`src/rtl/ysyx_23060203_mul_ctrl.sv`:
```
// Dispatch-side sequencer for the iterative Booth multiplier: decodes RV32M multiplies, issues one at a time, returns the selected half.
// Optional product reuse for repeated operands: define YSYX_23060203_MUL_REUSE_EN.
module ysyx_23060203_mul_ctrl (
   input  logic        clock,
   input  logic        reset,
   input  logic        flush,
   input  logic        in_valid,
   output logic        in_ready,
   input  logic [1:0]  in_op,
   input  logic [31:0] in_a,
   input  logic [31:0] in_b,
   input  logic [4:0]  in_rd,
   output logic        out_valid,
   input  logic        out_ready,
   output logic [31:0] out_res,
   output logic [4:0]  out_rd,
   output logic        mul_in_valid,
   input  logic        mul_in_ready,
   output logic [1:0]  mul_in_sign,
   output logic [31:0] mul_in_a,
   output logic [31:0] mul_in_b,
   input  logic        mul_out_valid,
   output logic        mul_out_ready,
   input  logic [63:0] mul_out_prod,
   output logic        mul_flush
);

   localparam logic [1:0] OP_MUL    = 2'b00;
   localparam logic [1:0] OP_MULH   = 2'b01;
   localparam logic [1:0] OP_MULHSU = 2'b10;

   typedef enum logic [1:0] {IDLE, REQ, WAIT, DONE} state_e;

   state_e      state_q, state_d;
   logic [1:0]  op_q, sign_q, in_sign;
   logic [4:0]  rd_q;
   logic [31:0] a_q, b_q, res_q, hit_res;
   logic        accept, capture, hit;

   always_comb begin
      in_sign = 2'b00;
      if (in_op == OP_MULH)        in_sign = 2'b11;
      else if (in_op == OP_MULHSU) in_sign = 2'b10;
   end

`ifdef YSYX_23060203_MUL_REUSE_EN
   logic        cv_q;
   logic [31:0] ca_q, cb_q;
   logic [1:0]  cs_q;
   logic [63:0] cp_q;

   // The low half of a product does not depend on operand signedness.
   assign hit     = cv_q && (in_a == ca_q) && (in_b == cb_q) &&
                    ((in_sign == cs_q) || (in_op == OP_MUL));
   assign hit_res = (in_op == OP_MUL) ? cp_q[31:0] : cp_q[63:32];

   always_ff @(posedge clock) begin
      if (reset) begin
         cv_q <= 1'b0;
         ca_q <= '0;
         cb_q <= '0;
         cs_q <= '0;
         cp_q <= '0;
      end else if (capture) begin
         cv_q <= 1'b1;
         ca_q <= a_q;
         cb_q <= b_q;
         cs_q <= sign_q;
         cp_q <= mul_out_prod;
      end
   end
`else
   assign hit     = 1'b0;
   assign hit_res = 32'b0;
`endif

   always_comb begin
      state_d       = state_q;
      in_ready      = 1'b0;
      out_valid     = 1'b0;
      mul_in_valid  = 1'b0;
      mul_out_ready = 1'b0;
      case (state_q)
         IDLE: in_ready = 1'b1;
         REQ: begin
            mul_in_valid = 1'b1;
            if (mul_in_ready) state_d = WAIT;
         end
         WAIT: begin
            mul_out_ready = 1'b1;
            if (mul_out_valid) state_d = DONE;
         end
         DONE: begin
            out_valid = 1'b1;
            in_ready  = out_ready;
            if (out_ready) state_d = IDLE;
         end
         default: state_d = IDLE;
      endcase
      // Flush kills everything in flight, including a same-cycle request.
      if (flush) begin
         state_d       = IDLE;
         in_ready      = 1'b0;
         out_valid     = 1'b0;
         mul_in_valid  = 1'b0;
         mul_out_ready = 1'b0;
      end
      accept  = in_valid && in_ready;
      capture = (state_q == WAIT) && mul_out_valid && !flush;
      if (accept) state_d = hit ? DONE : REQ;
   end

   always_ff @(posedge clock) begin
      if (reset) begin
         state_q <= IDLE;
         op_q    <= '0;
         sign_q  <= '0;
         rd_q    <= '0;
         a_q     <= '0;
         b_q     <= '0;
         res_q   <= '0;
      end else begin
         state_q <= state_d;
         if (accept) begin
            op_q   <= in_op;
            sign_q <= in_sign;
            rd_q   <= in_rd;
            a_q    <= in_a;
            b_q    <= in_b;
            if (hit) res_q <= hit_res;
         end
         if (capture) res_q <= (op_q == OP_MUL) ? mul_out_prod[31:0] : mul_out_prod[63:32];
      end
   end

   assign out_res     = res_q;
   assign out_rd      = rd_q;
   assign mul_in_sign = sign_q;
   assign mul_in_a    = a_q;
   assign mul_in_b    = b_q;
   assign mul_flush   = flush;

endmodule

```
`config.mk`:
```
export PLATFORM = sky130hd
export DESIGN_NAME = ysyx_23060203_mul_ctrl
export DESIGN_NICKNAME = d
export VERILOG_FILES = /design/src/rtl/ysyx_23060203_mul_ctrl.sv
export SDC_FILE = /design/constraint.sdc
export NUM_CORES = 1
export LEC_CHECK = 0
export ABC_CLOCK_PERIOD_IN_PS = 2350
export CORE_MARGIN = 4
export CORE_UTILIZATION = 39
export DETAILED_ROUTE_END_ITERATION = 8
export HOLD_SLACK_MARGIN = 0.02
export PLACE_DENSITY_LB_ADDON = 0.12
export SETUP_SLACK_MARGIN = 0.15
export SYNTH_ARGS = -nofsm -noshare
export SYNTH_HDL_FRONTEND = slang
export SYNTH_SLANG_ARGS = --single-unit
```
`constraint.sdc`:
```
create_clock -name clock -period 2.35 [get_ports clock]
set_clock_uncertainty 0.2 [all_clocks]
set_input_delay 0.5875 -clock clock [delete_from_list [all_inputs] [get_ports clock]]
set_output_delay 0.5875 -clock clock [all_outputs]
set_load 0.02 [all_outputs]
```
-- Word level (Yosys, flattened, before mapping)
Cells that the tools add are included.
- eq/ne operators: 11
- mux-type cells: 17
- reduce and logical (&&, ||, !) cells: 11
- operator list (cell ; count):
    32-bit two-way mux ; 1
    4-bit inequality test (second input constant) ; 3
    2-bit two-way mux ; 5
    1-bit two-way mux ; 9
    4-bit AND reduction ; 2
    2-bit == test (second input constant) ; 3
    2-bit inequality test (second input constant) ; 3
    2-bit one-hot mux with 3 select lines ; 1
    5-bit nonzero test ; 1
    2-bit by 1-bit == test with 1-bit output (second input constant) ; 2
    2-bit zero test ; 2
    1-bit logical AND ; 3
    3-bit nonzero test ; 1
    3-bit OR reduction ; 1
    1-bit one-hot mux with 2 select lines ; 1
    1-bit zero test ; 1
- bits in registers: 107
- input bits: 142
- logic and storage cells: 47

-- Depth between registers and ports, before layout
Gate-level depths: netlist of the first run.
- depth after elaboration: 6
- mapped depth: 7
- mapped depth without buffers: 5

-- Worst setup path after synthesis of the first run
OpenSTA, ideal clock, no wires.
- path type: register to output
- from: register state_q[0]
- to: output port in_ready
- arrival time: 1.465 ns
- path slack: 0.098 ns
- cell stages (with the launch flop): 7
- path through: dfxtp_1 > inv_1 > ha_1 > a21oi_1 > buf_2 > clkbuf_1 > nor3_1
- cells in the longest elaborated chain, start to end: 3
- elaborated cells between the ends (all ways): 4
- classes of those cells: eq/ne (1); mux (2); reduce/logical (1)
- ends and longest elaborated chain (what ; line ; text):
    start, declared ; 34 ; state_e state_q, state_d;
    start signal, assigned ; 123 ; state_q <= state_d;
    2-bit == test or 2-bit zero test (tied branches) ; 83 ; case (state_q)
    1-bit one-hot mux with 2 select lines * ; 83 ;
    1-bit two-way mux * ; 101 ; if (flush) begin
    end, declared ; 8 ; output logic in_ready,
Every way passes the cells marked *; elsewhere a longest branch is shown, timed or not.

-- Worst setup path after layout of the first run
- from: register state_q[1]
- to: output port mul_out_ready
- cells in the longest elaborated chain, start to end: 3
- ends and longest elaborated chain (what ; line ; text):
    2-bit == test ; 83 ;
    1-bit two-way mux ; 83 ;
    1-bit two-way mux ; 101 ;
    end, declared ; 23 ; output logic mul_out_ready,
No other way between the ends.

==> impl_metrics.yaml, run 1 <==
setup_path:
  cp_data_arrival_time_ps: 1430
  cpMostUsedCell: "buf_4"
  path_depth: 6
  path_buf_inv: 4
  reg2reg_depth: 6
  cpMaxStageDelayCell: "dfxtp_4"
  timing.rr.start: "state_q[0]"
  critPathMaxStageDelay_ps: 350
  cp.required_ps: 1560
  cp_cell_sequence: "buf_4 > buf_4 > ha_2 > inv_2 > nor2_2 > buf_4"
  path_max_fanout: 3
  end_kind: "output port"
  cp-start-kind: "register"
  path_class: "register to output port"
  critPathTopFamily: "buffers and inverters"
  startpoint: "state_q[1]"
grt:
  grt_max_degree: 75
  antenna_found_initial: 0
  grt_usage: 0.229
  grt_pass1_wl_mm: 24.3
  grt_overflow_total: 0
  grt_pass1_vias: 4849
min_path:
  min_path_cells: 2
  min-delay-path-class: "register to register"
  min_from: "mul_in_b[15]"
synth:
  seq_area_frac_synth: 0.482
  synth_fa_ha_area_frac: 0.0169
  synth-main-ff-cell: "dfxtp_1"
  ys_ff_latch: 107
  synth_xor_area_frac: 0
  synth_most_common_cell: "dfxtp_1"
  synth_cell_types: 30
  synth_common_cells: "dfxtp_1, o21ai_0, a21oi_1, nand3_1, clkbuf_1"
  synth_top_family_by_area: "compound AO/OA/AOI/OAI gates"
  syn_area_per_cell_um2: 8.10
  synth_compound_area_frac: 0.279
  synth_area_leaders: "dfxtp_1, o21ai_0, a21oi_1"
  yosysTopAreaCell: "dfxtp_1"
  synthSimpleGateAreaFrac: 0.156
  synth_top_area_share: 0.482
  ys_warn_count: 0
  synthesis.nets: 696
  syn_inst: 548
  synthArstFlopShare: 0
  synth_area_um2: 4440
  synthMuxAreaShare: 0.00254
  synth_edf_count: 0
clock_tree:
  clk_latency_ps: 340
  clk_path_buf_depth: 2
  cts_tree: "yes"
  path_clk_slew_ps: 70
  clock-sinks: 107
  cts_buffers: 9
  cts_htree_levels: 3
  clock-root-buffer: "clkbuf_16"
floorplan:
  core_um2: 11000
  die_w_um: 115
  die_area_um2: 13200
  die_h_um: 115
  rows: 38
  initial_core_util: 0.404
  pin_count: 250
placed_design:
  post_dp_cell_area_um2: 7160
  port_buffers: 249
  dp_hpwl_mm: 11.2
  numPlacedInstances: 906
  gp_congestion: 0.822
timing:
  final_max_slew_viol_count: 0
  period_minus_slack_ps: 2210
  rsz0062_at_grt: "yes"
  hold_viol_final: 0
  worst_slew_margin_rel: 0.677
  fmax_mhz: 452
  finalSetupViolCount: 0
  period_share: 0.942
  worst_slew_pin_slew_ps: 484
  hold_ws_ps: 275
pwr:
  p_leak_nw: 2.61
  powerDensity_nw_per_um2: 585
  peakVddDrop_mv: 0.326
route:
  postRouteAntennaNets: 0
  drtPass1Iterations: 4
  wl_mm: 15.7
  drc: 0
  routed_via_density: 5.42
  drtIter0Drc: 436
  wire_per_inst_um: 17.1
  vias: 4995
final_layout:
  seqCellArea_um2: 2150
  final_cell_area_um2: 7500
  layoutNonFillerInstCount: 922
  fin_nets: 926
  syn_to_final_growth_pct: 68.9
  multi_input_area_um2: 2090
  drive_gt1_frac: 0.0857
  insertedDiodeCount: 0
  n_fill_cell: 934
outcome:
  status: "finished, final reports clean"
run:
  maxCapViolCount: 0
## what timing repair did
item	4_1_cts	5_1_grt
gates resized for setup	30	20
setup endpoints to repair	83	63
pin swaps	0	1
buffers inserted	0	1
hold endpoints to repair	0	0
hold buffers	0	0
## through the flow
stage	power [mW]	util	setup WS (ps)	TNS (ps)
after floorplan	2.42	-	207	0
after global placement	2.94	0.652	-408	-28190
after detailed placement	2.96	0.652	-446	-34450
after CTS	4.40	0.678	124	0
after global routing	4.58	0.683	72.1	0
final	4.39	0.683	136	0
## routing by layer
metal / vias up / part of all wire / wire length (µm) / track usage
met3: 32 / 0.093 / 1470 / 0.0782
li1: 2426 / - / - / -
met2: 200 / 0.49 / 7780 / 0.393
met1: 2337 / 0.38 / 6040 / 0.261
met5: - / 0 / 0 / 0
met4: 0 / 0.029 / 455 / 0.0923
## area by class of cell
| type | instances | share of cell area |
|---|---|---|
| tap | 140 | 0.0234 |
| multi-input combinational | 374 | 0.278 |
| clock buffer | 12 | 0.0315 |
| inverter | 5 | 0.00284 |
| timing repair buffer | 281 | 0.372 |
| sequential | 107 | 0.286 |
| clock inverter | 3 | 0.00534 |
## cell families (layout without fill, tap and decap cells)
logic type / after synthesis / after routing
compound gates: 217 / 217
simple gates: 150 / 150
buf+inv: 67 / 301
flops: 107 / 107
fa+ha+maj: 6 / 6
mux: 1 / 1
## state kept, by name, indices dropped and copies added (netlist names)
signal	count
mul_in_sign	2
mul_in_b	32
state_q	2
out_res	32
out_rd	5
mul_in_a	32
op_q	2
## path summary, 6_finish.rpt
path	end	slack, ps
max reg2reg	state_q[0]	140
min	mul_in_b[15]	280
min reg2reg	mul_in_b[15]	280
max	mul_out_ready	140
## cells in the final DEF, fill, tap and decap left out, drive strengths merged
| cell type | synthesis | layout |
|---|---|---|
| inv | 5 | 5 |
| nor2b | 4 | 4 |
| o221ai | 1 | 1 |
| a21o | 1 | 1 |
| o41ai | 1 | 1 |
| a311oi | 32 | 32 |
| nor2 | 35 | 35 |
| a2111oi | 2 | 2 |
| a21oi | 74 | 74 |
| bufinv | 0 | 1 |
| o2111a | 1 | 1 |
| dlygate4sd2 | 0 | 3 |
| a211oi | 1 | 1 |
| clkdlybuf4s50 | 0 | 241 |
| or3b | 1 | 1 |
| clkbuf | 42 | 12 |
| nor3b | 1 | 1 |
| mux2 | 1 | 1 |
| nand2 | 32 | 32 |
| or4 | 1 | 1 |
| nand2b | 1 | 1 |
| dfxtp | 107 | 107 |
| nor3 | 1 | 1 |
| nor4bb | 1 | 1 |
| nand3 | 72 | 72 |
| and3b | 1 | 1 |
| ha | 6 | 6 |
| buf | 20 | 37 |
| clkinv | 0 | 2 |
| o21ai | 104 | 104 |
## report_power, final
| part | switching (mW) | leakage (nW) | total (mW) | internal (mW) |
|---|---|---|---|---|
| clock network | 0.637 | 0.136 | 1.46 | 0.819 |
| registers | 0.0400 | 0.871 | 1.94 | 1.90 |
| logic | 0.493 | 1.60 | 0.998 | 0.506 |
| total | 1.17 | 2.61 | 4.39 | 3.22 |
## tightest hold or removal path: cells and delay by family (launching register included)
family / cells / cell delay [ps]
DFF: 1 / 300
AOI/OAI and AO/OA: 2 / 120
No activity file was read; power rests on OpenSTA's default activity.
==> run 2: changes to the inputs <==
--- a/config.mk
+++ b/config.mk
@@ -5,7 +5,9 @@
 export SDC_FILE = /design/constraint.sdc
 export NUM_CORES = 1
 export LEC_CHECK = 0
+export ABC_AREA = 0
 export ABC_CLOCK_PERIOD_IN_PS = 2350
+export CAP_MARGIN = 5
 export CORE_MARGIN = 4
 export CORE_UTILIZATION = 39
 export DETAILED_ROUTE_END_ITERATION = 8
==> results of run 2 <==
No change in the layout: final DEF, timing and power equal those of run 1.
